==> config.mk <==
export PLATFORM = sky130hd
export DESIGN_NAME = div_share_arbiter_flat
export DESIGN_NICKNAME = d
export VERILOG_FILES = /design/src/rtl/div_share_arbiter_if.sv /design/src/rtl/div_share_arbiter.sv /design/src/flat_wrapper.sv
export SDC_FILE = /design/constraint.sdc
export NUM_CORES = 1
export LEC_CHECK = 0
export ABC_AREA = 1
export CORE_ASPECT_RATIO = 2
export CORE_MARGIN = 4
export CORE_UTILIZATION = 25
export DETAILED_ROUTE_END_ITERATION = 8
export MAX_ROUTING_LAYER = met4
export PLACE_DENSITY = 0.62
export SLEW_MARGIN = 20
export SYNTH_ARGS = -nofsm -noshare
export SYNTH_HDL_FRONTEND = slang
export SYNTH_SLANG_ARGS = --single-unit
==> constraint.sdc <==
create_clock -name clk -period 1.9 [get_ports clk]
set_clock_uncertainty 0.1 [all_clocks]
set_input_delay 0.19 -clock clk [delete_from_list [all_inputs] [get_ports clk]]
set_output_delay 0.19 -clock clk [all_outputs]
set_load 0.03 [all_outputs]
==> src/rtl/div_share_arbiter_if.sv <==
// Request/response bundle between the accumulator blocks and the shared
// divider arbiter. The divider-side operand/quotient wires stay outside
// this bundle because they belong to the divider IP, not the requesters.
//
// Handshake: requester i raises req_valid[i] with stable req_numer/req_denom
// slices and holds them until it sees req_ready[i] high in the same cycle;
// the op transfers on that clock edge. req_ready is one-hot or zero and
// never high for a requester whose req_valid is low. There is no response
// backpressure: resp_valid[i] is a single-cycle pulse, and resp_quot /
// resp_zero are meaningful only in that cycle.
interface div_share_arbiter_if #(
    parameter int NUM_REQ = 2,
    parameter int NUMER_W = 23,
    parameter int DENOM_W = 15,
    parameter int QUOT_W  = 11
);
    logic [NUM_REQ-1:0]         req_valid;
    logic [NUM_REQ*NUMER_W-1:0] req_numer;
    logic [NUM_REQ*DENOM_W-1:0] req_denom;
    logic [NUM_REQ-1:0]         req_ready;
    logic [NUM_REQ-1:0]         resp_valid;
    logic [QUOT_W-1:0]          resp_quot;
    logic                       resp_zero;

    // Requester side.
    modport master (
        output req_valid, req_numer, req_denom,
        input  req_ready, resp_valid, resp_quot, resp_zero
    );

    // Arbiter side.
    modport slave (
        input  req_valid, req_numer, req_denom,
        output req_ready, resp_valid, resp_quot, resp_zero
    );
endinterface

==> src/rtl/div_share_arbiter.sv <==
// Round-robin sharing of one pipelined divider between NUM_REQ requesters.
// The grant is combinational; operands are registered into the divider on
// the handshake edge, and a tag pipeline carrying {valid, id, zero} follows
// the op through the divider so the quotient can be routed back.
// Zero denominators are replaced by 0/1 so the divider never sees /0.
module div_share_arbiter #(
    parameter int NUM_REQ     = 2,
    parameter int NUMER_W     = 23,
    parameter int DENOM_W     = 15,
    parameter int QUOT_W      = 11,
    parameter int DIV_LATENCY = 6
) (
    input  logic                clk,
    input  logic                rst,
    div_share_arbiter_if.slave  bus,
    output logic [NUMER_W-1:0]  div_numer,
    output logic [DENOM_W-1:0]  div_denom,
    input  logic [QUOT_W-1:0]   div_quotient,
    output logic                busy
);

    localparam int ID_W = (NUM_REQ > 1) ? $clog2(NUM_REQ) : 1;

    logic [ID_W-1:0]    ptr_q, ptr_d;
    logic [NUM_REQ-1:0] hi_mask;
    logic [NUM_REQ-1:0] masked_valid;
    logic [NUM_REQ-1:0] grant;
    logic [ID_W-1:0]    grant_id;
    logic               hs;

    logic [NUMER_W-1:0] sel_numer;
    logic [DENOM_W-1:0] sel_denom;
    logic               sel_zero;

    logic [NUMER_W-1:0] div_numer_q, div_numer_d;
    logic [DENOM_W-1:0] div_denom_q, div_denom_d;

    // The issue stage sits alongside the operand register (cycle the divider
    // sees the operands); the DIV_LATENCY stages after it line up with the
    // cycle the divider's quotient is valid.
    logic                   iss_v_q;
    logic [ID_W-1:0]        iss_id_q;
    logic                   iss_z_q;
    logic [DIV_LATENCY-1:0] tag_v_q;
    logic [ID_W-1:0]        tag_id_q [DIV_LATENCY];
    logic [DIV_LATENCY-1:0] tag_z_q;

    logic                   last_v;
    logic [ID_W-1:0]        last_id;
    logic                   last_z;

    // Round-robin pick: first valid at or above the pointer, else wrap to
    // the lowest valid below it.
    always_comb begin
        hi_mask      = '0;
        masked_valid = '0;
        grant_id     = '0;
        hs           = 1'b0;
        for (int i = 0; i < NUM_REQ; i++) begin
            hi_mask[i] = (i >= int'(ptr_q));
        end
        masked_valid = bus.req_valid & hi_mask;
        if (|masked_valid) begin
            hs = 1'b1;
            for (int i = NUM_REQ - 1; i >= 0; i--) begin
                if (masked_valid[i]) grant_id = ID_W'(i);
            end
        end else if (|bus.req_valid) begin
            hs = 1'b1;
            for (int i = NUM_REQ - 1; i >= 0; i--) begin
                if (bus.req_valid[i]) grant_id = ID_W'(i);
            end
        end
        grant = hs ? (NUM_REQ'(1) << grant_id) : '0;
    end

    assign bus.req_ready = grant;

    // Pointer advances past the winner; it holds when nobody asks.
    always_comb begin
        ptr_d = ptr_q;
        if (hs) begin
            ptr_d = (grant_id == ID_W'(NUM_REQ - 1)) ? '0 : grant_id + 1'b1;
        end
    end

    // Operand mux for the winner plus zero-denominator substitution.
    always_comb begin
        sel_numer   = bus.req_numer[int'(grant_id)*NUMER_W +: NUMER_W];
        sel_denom   = bus.req_denom[int'(grant_id)*DENOM_W +: DENOM_W];
        sel_zero    = (sel_denom == '0);
        div_numer_d = div_numer_q;
        div_denom_d = div_denom_q;
        if (hs) begin
            div_numer_d = sel_zero ? '0 : sel_numer;
            div_denom_d = sel_zero ? DENOM_W'(1) : sel_denom;
        end
    end

    // Pointer and divider operand registers.
    always_ff @(posedge clk or posedge rst) begin
        if (rst) begin
            ptr_q       <= '0;
            div_numer_q <= '0;
            div_denom_q <= DENOM_W'(1);
        end else begin
            ptr_q       <= ptr_d;
            div_numer_q <= div_numer_d;
            div_denom_q <= div_denom_d;
        end
    end

    assign div_numer = div_numer_q;
    assign div_denom = div_denom_q;

    // Tag pipeline; reset empties it so in-flight ops never respond.
    always_ff @(posedge clk or posedge rst) begin
        if (rst) begin
            iss_v_q  <= 1'b0;
            iss_id_q <= '0;
            iss_z_q  <= 1'b0;
            tag_v_q  <= '0;
            tag_z_q  <= '0;
            for (int s = 0; s < DIV_LATENCY; s++) begin
                tag_id_q[s] <= '0;
            end
        end else begin
            iss_v_q     <= hs;
            iss_id_q    <= grant_id;
            iss_z_q     <= hs & sel_zero;
            tag_v_q[0]  <= iss_v_q;
            tag_id_q[0] <= iss_id_q;
            tag_z_q[0]  <= iss_z_q;
            for (int s = 1; s < DIV_LATENCY; s++) begin
                tag_v_q[s]  <= tag_v_q[s-1];
                tag_id_q[s] <= tag_id_q[s-1];
                tag_z_q[s]  <= tag_z_q[s-1];
            end
        end
    end

    // Response decode from the final tag stage, gated to zero otherwise.
    always_comb begin
        last_v         = tag_v_q[DIV_LATENCY-1];
        last_id        = tag_id_q[DIV_LATENCY-1];
        last_z         = tag_z_q[DIV_LATENCY-1];
        bus.resp_valid = last_v ? (NUM_REQ'(1) << last_id) : '0;
        bus.resp_zero  = last_v & last_z;
        bus.resp_quot  = (last_v & ~last_z) ? div_quotient : '0;
    end

    assign busy = hs | iss_v_q | (|tag_v_q);

endmodule

==> src/flat_wrapper.sv <==
// flat-port wrapper written by rule: the top's interface ports become plain ports
module div_share_arbiter_flat 
#(
    parameter int NUM_REQ     = 2,
    parameter int NUMER_W     = 23,
    parameter int DENOM_W     = 15,
    parameter int QUOT_W      = 11,
    parameter int DIV_LATENCY = 6
)
  (clk, rst, div_numer, div_denom, div_quotient, busy, bus_req_valid, bus_req_numer, bus_req_denom, bus_req_ready, bus_resp_valid, bus_resp_quot, bus_resp_zero);
  div_share_arbiter_if #(.NUM_REQ(NUM_REQ), .NUMER_W(NUMER_W), .DENOM_W(DENOM_W), .QUOT_W(QUOT_W)) bus_i ();
  input  logic clk;
  input  logic rst;
  output logic [NUMER_W-1:0] div_numer;
  output logic [DENOM_W-1:0] div_denom;
  input  logic [QUOT_W-1:0] div_quotient;
  output logic busy;
  input wire logic [$bits(bus_i.req_valid)-1:0] bus_req_valid;
  input wire logic [$bits(bus_i.req_numer)-1:0] bus_req_numer;
  input wire logic [$bits(bus_i.req_denom)-1:0] bus_req_denom;
  output wire logic [$bits(bus_i.req_ready)-1:0] bus_req_ready;
  output wire logic [$bits(bus_i.resp_valid)-1:0] bus_resp_valid;
  output wire logic [$bits(bus_i.resp_quot)-1:0] bus_resp_quot;
  output wire logic [$bits(bus_i.resp_zero)-1:0] bus_resp_zero;
  assign bus_i.req_valid = bus_req_valid;
  assign bus_i.req_numer = bus_req_numer;
  assign bus_i.req_denom = bus_req_denom;
  assign bus_req_ready = bus_i.req_ready;
  assign bus_resp_valid = bus_i.resp_valid;
  assign bus_resp_quot = bus_i.resp_quot;
  assign bus_resp_zero = bus_i.resp_zero;
  div_share_arbiter #(.NUM_REQ(NUM_REQ), .NUMER_W(NUMER_W), .DENOM_W(DENOM_W), .QUOT_W(QUOT_W), .DIV_LATENCY(DIV_LATENCY)) u_core (.clk(clk), .rst(rst), .bus(bus_i), .div_numer(div_numer), .div_denom(div_denom), .div_quotient(div_quotient), .busy(busy));
endmodule
==> results.ini, run 1 <==
[cts]
clk_latency_ns=0.32
clk_pin_slew_ns=0.05
cts_inserted_buffers=9
cts_max_level=3
cts_tree=yes
root_buffer=clkbuf_16
clk_path_buf_depth=2
cts_sinks=60

[synthesis]
yosys_warnings=0
synth_top_cells_by_area=dfrtp_1 (55%), nand2_1 (19%), a22o_1 (7.5%)
synthCells=312
synth.net_count=403
synth_seq_area_share_pct=55.8
syn_area_per_cell_um2=8.63
syn_area_mm2=0.00269
yosys.area.top_type=dfrtp_1
synth_top_cell_area_share_pct=54.9
synth-seq-cells=60
yosys.cell_types.count=25

[place]
post-place-ws_ns=-0.237
port_buffers=145
hpwl_um=6370
gp_congestion=0.780

[power_and_ir_drop]
ir_worst_vdd_v=0.000449
powerDensity_mw_per_mm2=918
leakagePower_nw=2.37
power.total_mw=4.40

[floorplanning]
dieArea_mm2=0.0126
start_util_pct=25.5
rows=53
die_h_um=155
core_area_mm2=0.0105
ios=146
die_x_um=81.4

[cells_and_area]
n_antenna_cell=0
fin_nets=570
syn_to_final_growth_pct=78.3
drive_above_1_share_pct=14.7
fillers=1041

[global_routing]
grt_pass1_wl_um=13100
grt_pass1_vias=2791
grt_max_degree=61
grt_use_total_pct=14.0
grt_antenna_before_repair=0
grt-ovfl-total=0

[drt]
num_vias=2651
vias_per_cell=4.28
drtAntennaViolNets=0
firstDrtPassIters=4
wl_per_cell_um=13.4
drcViolationCount=0
wirelength_um=8330
drtIter0Drc=80

[setup_path]
cp_slowest_cell=clkdlybuf4s50_1
crit_arrival_ns=1.54
end_kind=output port
path_delay_family=buffers and inverters
worstPathCellList=clkdlybuf4s50_1
start_kind=flop
crit_type=flop to output port
slowest_delay_ns=0.69
crit_required_ns=1.61
cp.buffers_inverters=1
critPathMaxFanout=2

[sta]
whs_ns=0.149
fin_crit_ns=1.83
fin_setup_tns_ns=0
slew_headroom_pct=72.3
rsz0062_at_grt=yes
hold_viol=0
fin_crit_sh_pct=96.6
setup_violations=0
fin_ws_ns=0.0655
slew_viol_final=0
fmax_mhz=545
tightest_slew_ns=0.415

[worst_hold_path]
hold_path.class=input pin to asynchronous set/reset pin

[outcome]
run_status=finished clean

[job]
maxCapViolCount=0

## registers in the layout, indices dropped and copies added (netlist names)
signal and flops:
u_core.div_numer 23, u_core.ptr_q 1, u_core.iss_id_q 1, u_core.div_denom 15, u_core.iss_v_q 1, u_core.tag_z_q 6
u_core.last_id 1, u_core.tag_v_q 6, u_core.tag_id_q 5, u_core.iss_z_q 1
## cells by family (layout without fill, tap and decap cells)
logic type	Yosys count	after routing	share of synthesized area [%]
simple gates	184	184	27.8
flops	60	60	55.8
buf+inv	38	209	6.93
compound gates	30	30	9.39
## power breakdown
| group | switching [mW] | total, mW | internal (mW) |
|---|---|---|---|
| registers | 0.0678 | 1.47 | 1.41 |
| clock network | 0.552 | 1.80 | 1.25 |
| logic | 0.586 | 1.13 | 0.542 |
| total | 1.21 | 4.40 | 3.20 |
## metal layers
metal  track usage (%)  vias up  part of all wire [%]
met2              25.4      115                    54
met1              13.8     1214                    36
met4              4.35        0                   1.2
met3              3.90        6                   8.5
li1                  -     1316                     -
met5                 -        -                     0
## metrics by stage
| step | instances | area (um^2) | utilization [%] |
|---|---|---|---|
| 3_5_place_dp | 601 | 4430 | 42.0 |
| 4_1_cts | 619 | 4800 | 45.6 |
| 6_report | 620 | 4800 | 45.5 |
| 5_1_grt | 620 | 4800 | 45.5 |
| 3_3_place_gp | 601 | 4430 | 42.0 |
| 2_1_floorplan | 312 | 2690 | - |
## cell usage in the layout, fill, tap and decap left out, types with 3 or more instances in the layout
master           count
o21ai_0              4
clkbuf_8             3
clkbuf_2            10
nand2_1            136
nor2_1              22
inv_1               19
buf_4               21
a22o_1              23
clkdlybuf4s50_1    128
buf_12               4
dfrtp_1             59
clkbuf_16            9
nand3_1             14
## worst paths after layout
kind	slack, ns	endpoint	from	cells past startpoint
worst min register to register	0.25	u_core.tag_z_q[5]	u_core.tag_z_q[4]	0
min in group clk	0.25	u_core.tag_z_q[5]	u_core.tag_z_q[4]	0
worst min-delay path	0.15	u_core.last_id	rst	3
worst max-delay path	0.07	div_denom[0]	u_core.div_denom[0]	1
max in group asynchronous	1.26	u_core.div_denom[0]	rst	3
worst max register to register	0.17	u_core.div_numer[16]	u_core.ptr_q	13
## final cells by class
cell class              instances  area (um^2)  share of cell area [%]
flip-flops and latches         60         1500                    31.3
clock inverters                 3         68.8                    1.43
inverters                      22         83.8                    1.75
multi-input cells             214         1030                    21.4
well taps                     137          171                    3.57
repair buffers                172         1680                    35.0
clock buffers                  12          267                    5.55
## cell usage after synthesis
cell type and number:
a21oi_4 1, a22o_1 23, a31oi_1 1, buf_2 2, buf_4 4, buf_6 2, buf_8 1, clkbuf_1 7
clkinv_1 1, dfrtp_1 59, dfstp_2 1, inv_1 21, nand2_1 136, nand2_2 1, nand2_4 2, nand3_1 14
nand3b_1 2, nor2_1 24, nor2_2 1, nor2_4 1, nor3_1 1, nor4_1 1, o21ai_0 4, o21ai_2 1
or2_2 1
## what timing repair did
item                                    4_1_cts  5_1_grt
pin swaps                                     2        2
resized for setup                            29       22
endpoints found under the setup margin       13       36
hold buffers                                  0        0
hold endpoints to repair                      0        0
setup buffers                                 3        1
Power figures use the tool's default switching activity.
==> run 2, diff against run 1 <==
--- a/config.mk
+++ b/config.mk
@@ -6,7 +6,7 @@
 export NUM_CORES = 1
 export LEC_CHECK = 0
 export ABC_AREA = 1
-export CORE_ASPECT_RATIO = 2
+export CORE_ASPECT_RATIO = 1.5
 export CORE_MARGIN = 4
 export CORE_UTILIZATION = 25
 export DETAILED_ROUTE_END_ITERATION = 8
==> results.ini, run 2 (same netlist as run 1, synthesis figures left out) <==
[outcome]
run_status=finished clean

[floorplanning]
ios=146
rows=46
die_h_um=135
dieArea_mm2=0.0125
die_x_um=92.7
core_area_mm2=0.0105
start_util_pct=25.6

[global_routing]
grtUsageMet2_pct=22.8
grt_max_degree=61
busiest_layer=met2
grt_use_met3_pct=4.63
use_met1_pct=14.9
grt-ovfl-total=0
grt_pass1_vias=2793
grt_antenna_before_repair=0
grt_pass1_wl_um=13400
grt_use_total_pct=13.9

[setup_path]
crit_required_ns=1.61
cp_slowest_cell=clkdlybuf4s50_1
start_kind=flop
worstPathCellList=clkdlybuf4s50_1
slowest_delay_ns=0.69
critPathMaxFanout=2
path_delay_family=buffers and inverters
crit_arrival_ns=1.54
cp.buffers_inverters=1
end_kind=output port
crit_type=flop to output port

[place]
post-place-ws_ns=-0.197
port_buffers=145
hpwl_um=6120
gp_congestion=0.798

[cells_and_area]
syn_to_final_growth_pct=79.4
mostFrequentLayoutCell=nand2_1
largest_reg_flops=23
n_antenna_cell=0
drive_above_1_share_pct=14.9
final_cell_mix=nand2_1 (134), clkdlybuf4s50_1 (128), dfrtp_1 (59)
fin_nets=568

[drt]
drcViolationCount=0
vias_per_cell=4.31
wirelength_um=8480
drtAntennaViolNets=0
num_vias=2695
wl_per_cell_um=13.5
firstDrtPassIters=4
drtIter0Drc=50

[cts]
clk_latency_ns=0.33
cts_tree=yes
cts_max_level=3
clk_pin_slew_ns=0.05
clk_path_buf_depth=2
cts-hold-fix-buffers=0
cts_sinks=60
root_buffer=clkbuf_16
cts_inserted_buffers=9

[power_and_ir_drop]
powerDensity_mw_per_mm2=864
leakagePower_nw=2.39
power.total_mw=4.17
ir_worst_vdd_v=0.000420

[sta]
rsz0062_at_grt=yes
fin_ws_ns=0.0680
fmax_mhz=546
fin_crit_ns=1.83
slew_headroom_pct=76.4
setup_violations=0
hold_viol=0
fin_crit_sh_pct=96.4
slew_viol_final=0
tightest_slew_ns=0.352

[worst_hold_path]
hold_path.class=input pin to asynchronous set/reset pin

[job]
maxCapViolCount=0

-- run 2: cell types whose count changed in the layout (fill, tap and decap cells not counted), moves of 2 or more --
cell / change
clkdlybuf4s15_2: -2
clkbuf_2: -3
buf_8: -2
clkbuf_8: -3
buf_12: +4
nand2_1: -2
clkinv_2: +4
clkbuf_16: +2
buf_4: -2
-- run 2: final timing paths --
check | startpoint | to | slack [ns] | cells after the start
worst max-delay path | u_core.div_denom[0] | div_denom[0] | 0.07 | 1
worst min-delay path | rst | u_core.tag_id_q[3] | 0.14 | 3
worst max register to register | u_core.ptr_q | u_core.div_numer[7] | 0.11 | 13
worst min register to register | u_core.tag_z_q[0] | u_core.tag_z_q[1] | 0.24 | 0
max in group asynchronous | rst | u_core.div_denom[0] | 1.24 | 3
min in group clk | u_core.tag_z_q[0] | u_core.tag_z_q[1] | 0.24 | 0
-- run 2: per-layer routing --
layer | share of wire, % | vias up
met4 | 2.7 | 0
met5 | 0 | -
met2 | 51 | 118
met3 | 8.6 | 16
met1 | 38 | 1245
li1 | - | 1316
-- run 2: power by group --
| part | leakage, nW | total (mW) | internal (mW) | switching, mW |
|---|---|---|---|---|
| registers | 0.722 | 1.47 | 1.41 | 0.0689 |
| logic | 1.52 | 1.12 | 0.544 | 0.577 |
| clock network | 0.149 | 1.58 | 1.01 | 0.568 |
-- run 2: area by class of cell --
cell class,instances,area (um^2)
fillers,1010,5700
repair buffers,170,1730
flip-flops and latches,60,1500
multi-input cells,214,1040
clock buffers,9,225
well taps,144,180
inverters,22,83.8
clock inverters,7,67.6
-- run 2: worst reg2reg max path, cell delays in order, from the launching register on --
cell       delay [ns]
dfrtp_1          0.34
inv_2            0.05
nand2_4          0.11
nand2_8          0.07
buf_12           0.16
nand2_1          0.06
nand2_1          0.07
nor2_2           0.12
nand2_1          0.09
nor2_4           0.14
nand2_4          0.10
clkbuf_16        0.18
nand2_1          0.05
nand2_1          0.05
-- run 2: repair_timing --
action | CTS | global route
buffers inserted | 2 | 0
endpoints found under the setup margin | 10 | 36
cloned | 0 | 3
pin swaps | 0 | 6
resized for setup | 20 | 23
-- run 2: per-stage QoR --
step                instances  hold WS (ns)  util (%)  setup TNS [ns]  instance area, um^2
floorplan                 312         0.231         -               0                 2690
global placement          605         0.232      42.2           -4.27                 4450
detailed placement        605         0.236      42.2           -4.64                 4450
CTS                       623         0.155      45.2               0                 4760
global route              626         0.176      45.8               0                 4830
finish                    626         0.136      45.8               0                 4830
==> run 3, diff against run 2 <==
--- a/config.mk
+++ b/config.mk
@@ -7,7 +7,6 @@
 export LEC_CHECK = 0
 export ABC_AREA = 1
 export CORE_ASPECT_RATIO = 1.5
-export CORE_MARGIN = 4
 export CORE_UTILIZATION = 25
 export DETAILED_ROUTE_END_ITERATION = 8
 export MAX_ROUTING_LAYER = met4
==> constraint.sdc (replaced) <==
create_clock -name clk -period 1.92 [get_ports clk]
set_clock_uncertainty 0.1 [all_clocks]
set_input_delay 0.192 -clock clk [delete_from_list [all_inputs] [get_ports clk]]
set_output_delay 0.192 -clock clk [all_outputs]
set_load 0.03 [all_outputs]
==> results.ini, run 3 (same netlist as run 1, synthesis figures left out) <==
[outcome]
run_status=finished clean

[global_routing]
grt_pass1_vias=2719
grt_use_total_pct=15.1
grt_max_degree=61
grt_pass1_wl_um=12500
grt-ovfl-total=0
grt_antenna_before_repair=0

[setup_path]
crit_arrival_ns=1.56
cp_slowest_cell=or2_2
slowest_delay_ns=0.39
critPathMaxFanout=11
end_kind=output port
crit_required_ns=1.63
worstPathCellList=or2_2, nor2_1, clkdlybuf4s15_1
start_kind=flop
crit_type=flop to output port

[drt]
wirelength_um=7620
num_vias=2647
drtAntennaViolNets=0
drcViolationCount=0
drtIter0Drc=63
firstDrtPassIters=5
wl_per_cell_um=12.2
vias_per_cell=4.25

[power_and_ir_drop]
powerDensity_mw_per_mm2=898
ir_worst_vdd_v=0.000519
leakagePower_nw=2.32

[sta]
fin_crit_sh_pct=96.4
tightest_slew_ns=0.441
hold_viol=0
setup_violations=0
fin_crit_ns=1.85
fin_setup_tns_ns=0
fmax_mhz=540
whs_ns=0.150
rsz0062_at_grt=no
slew_viol_final=0
slew_headroom_pct=70.6

[cts]
cts_inserted_buffers=9
cts_max_level=3
root_buffer=clkbuf_16
clk_path_buf_depth=2
cts-hold-fix-buffers=0
cts_tree=yes
clk_latency_ns=0.32
cts_sinks=60
clk_pin_slew_ns=0.05

[cells_and_area]
mostFrequentLayoutCell=nand2_1
n_antenna_cell=0
final_area_mm2=0.00478
syn_to_final_growth_pct=77.5
largest_reg_flops=23
fin_nets=565
final_cell_mix=nand2_1 (136), clkdlybuf4s50_1 (130), dfrtp_1 (59)
drive_above_1_share_pct=13.2

[floorplanning]
die_h_um=129
core_area_mm2=0.0105
dieArea_mm2=0.0112
ios=146
start_util_pct=25.6
rows=46
die_x_um=86.7

[place]
place_area_mm2=0.00443
port_buffers=145
gp_congestion=0.795
hpwl_um=5660

[job]
maxCapViolCount=0

[worst_hold_path]
hold_path.class=input pin to asynchronous set/reset pin

[run 3: power by group]
| group | total [mW] | switching, mW | internal (mW) |
|---|---|---|---|
| logic | 1.10 | 0.567 | 0.532 |
| clock network | 1.74 | 0.568 | 1.17 |
| registers | 1.46 | 0.0654 | 1.39 |
| total | 4.29 | 1.20 | 3.09 |
[run 3: final timing paths]
check	startpoint	end	slack [ns]	cells after the start
min in group clk	u_core.tag_id_q[1]	u_core.last_id	0.24	0
setup reg to reg	u_core.ptr_q	u_core.div_numer[20]	0.17	12
hold reg to reg	u_core.tag_id_q[1]	u_core.last_id	0.24	0
setup / recovery	u_core.tag_z_q[5]	bus_resp_quot[7]	0.07	3
hold / removal	rst	u_core.last_id	0.15	3
max in group asynchronous	rst	u_core.div_denom[0]	1.27	3
[run 3: layer usage]
layer  share of wire [%]  vias up  GRT usage [%]
li1                    -     1309              -
met1                  38     1209           15.6
met2                  53      120           27.0
met3                 7.1        9           3.69
met4                 1.7        0           6.47
met5                   0        -              -
[run 3: area by class of cell]
cell class              count  area [um^2]
clock buffers              10          239
clock inverters             6         87.6
fillers                  1024         5750
inverters                  22         83.8
multi-input cells         214         1020
flip-flops and latches     60         1500
well taps                 144          180
repair buffers            167         1660
[run 3: timing repair]
item	4_1_cts	5_1_grt
setup endpoints to repair	9	32
gates resized for setup	14	14
setup buffers	2	0
[run 3: critical path: cells and delay by family, from the launching register on]
family | cells | cell delay [ns]
and+or+nand+nor | 2 | 0.50
DFF | 1 | 0.37
buffers and inverters | 1 | 0.37
[run 3: through the flow]
| step | utilization [%] | power, mW | instances | worst slack [ns] |
|---|---|---|---|---|
| 3_3_place_gp | 42.1 | 2.57 | 605 | -0.123 |
| 2_1_floorplan | - | 2.02 | 312 | 0.145 |
| 6_report | 45.4 | 4.29 | 623 | 0.0682 |
| 3_5_place_dp | 42.1 | 2.58 | 605 | -0.188 |
| 5_1_grt | 45.4 | 4.50 | 623 | 0.00375 |
| 4_1_cts | 45.4 | 4.35 | 623 | 0.00478 |
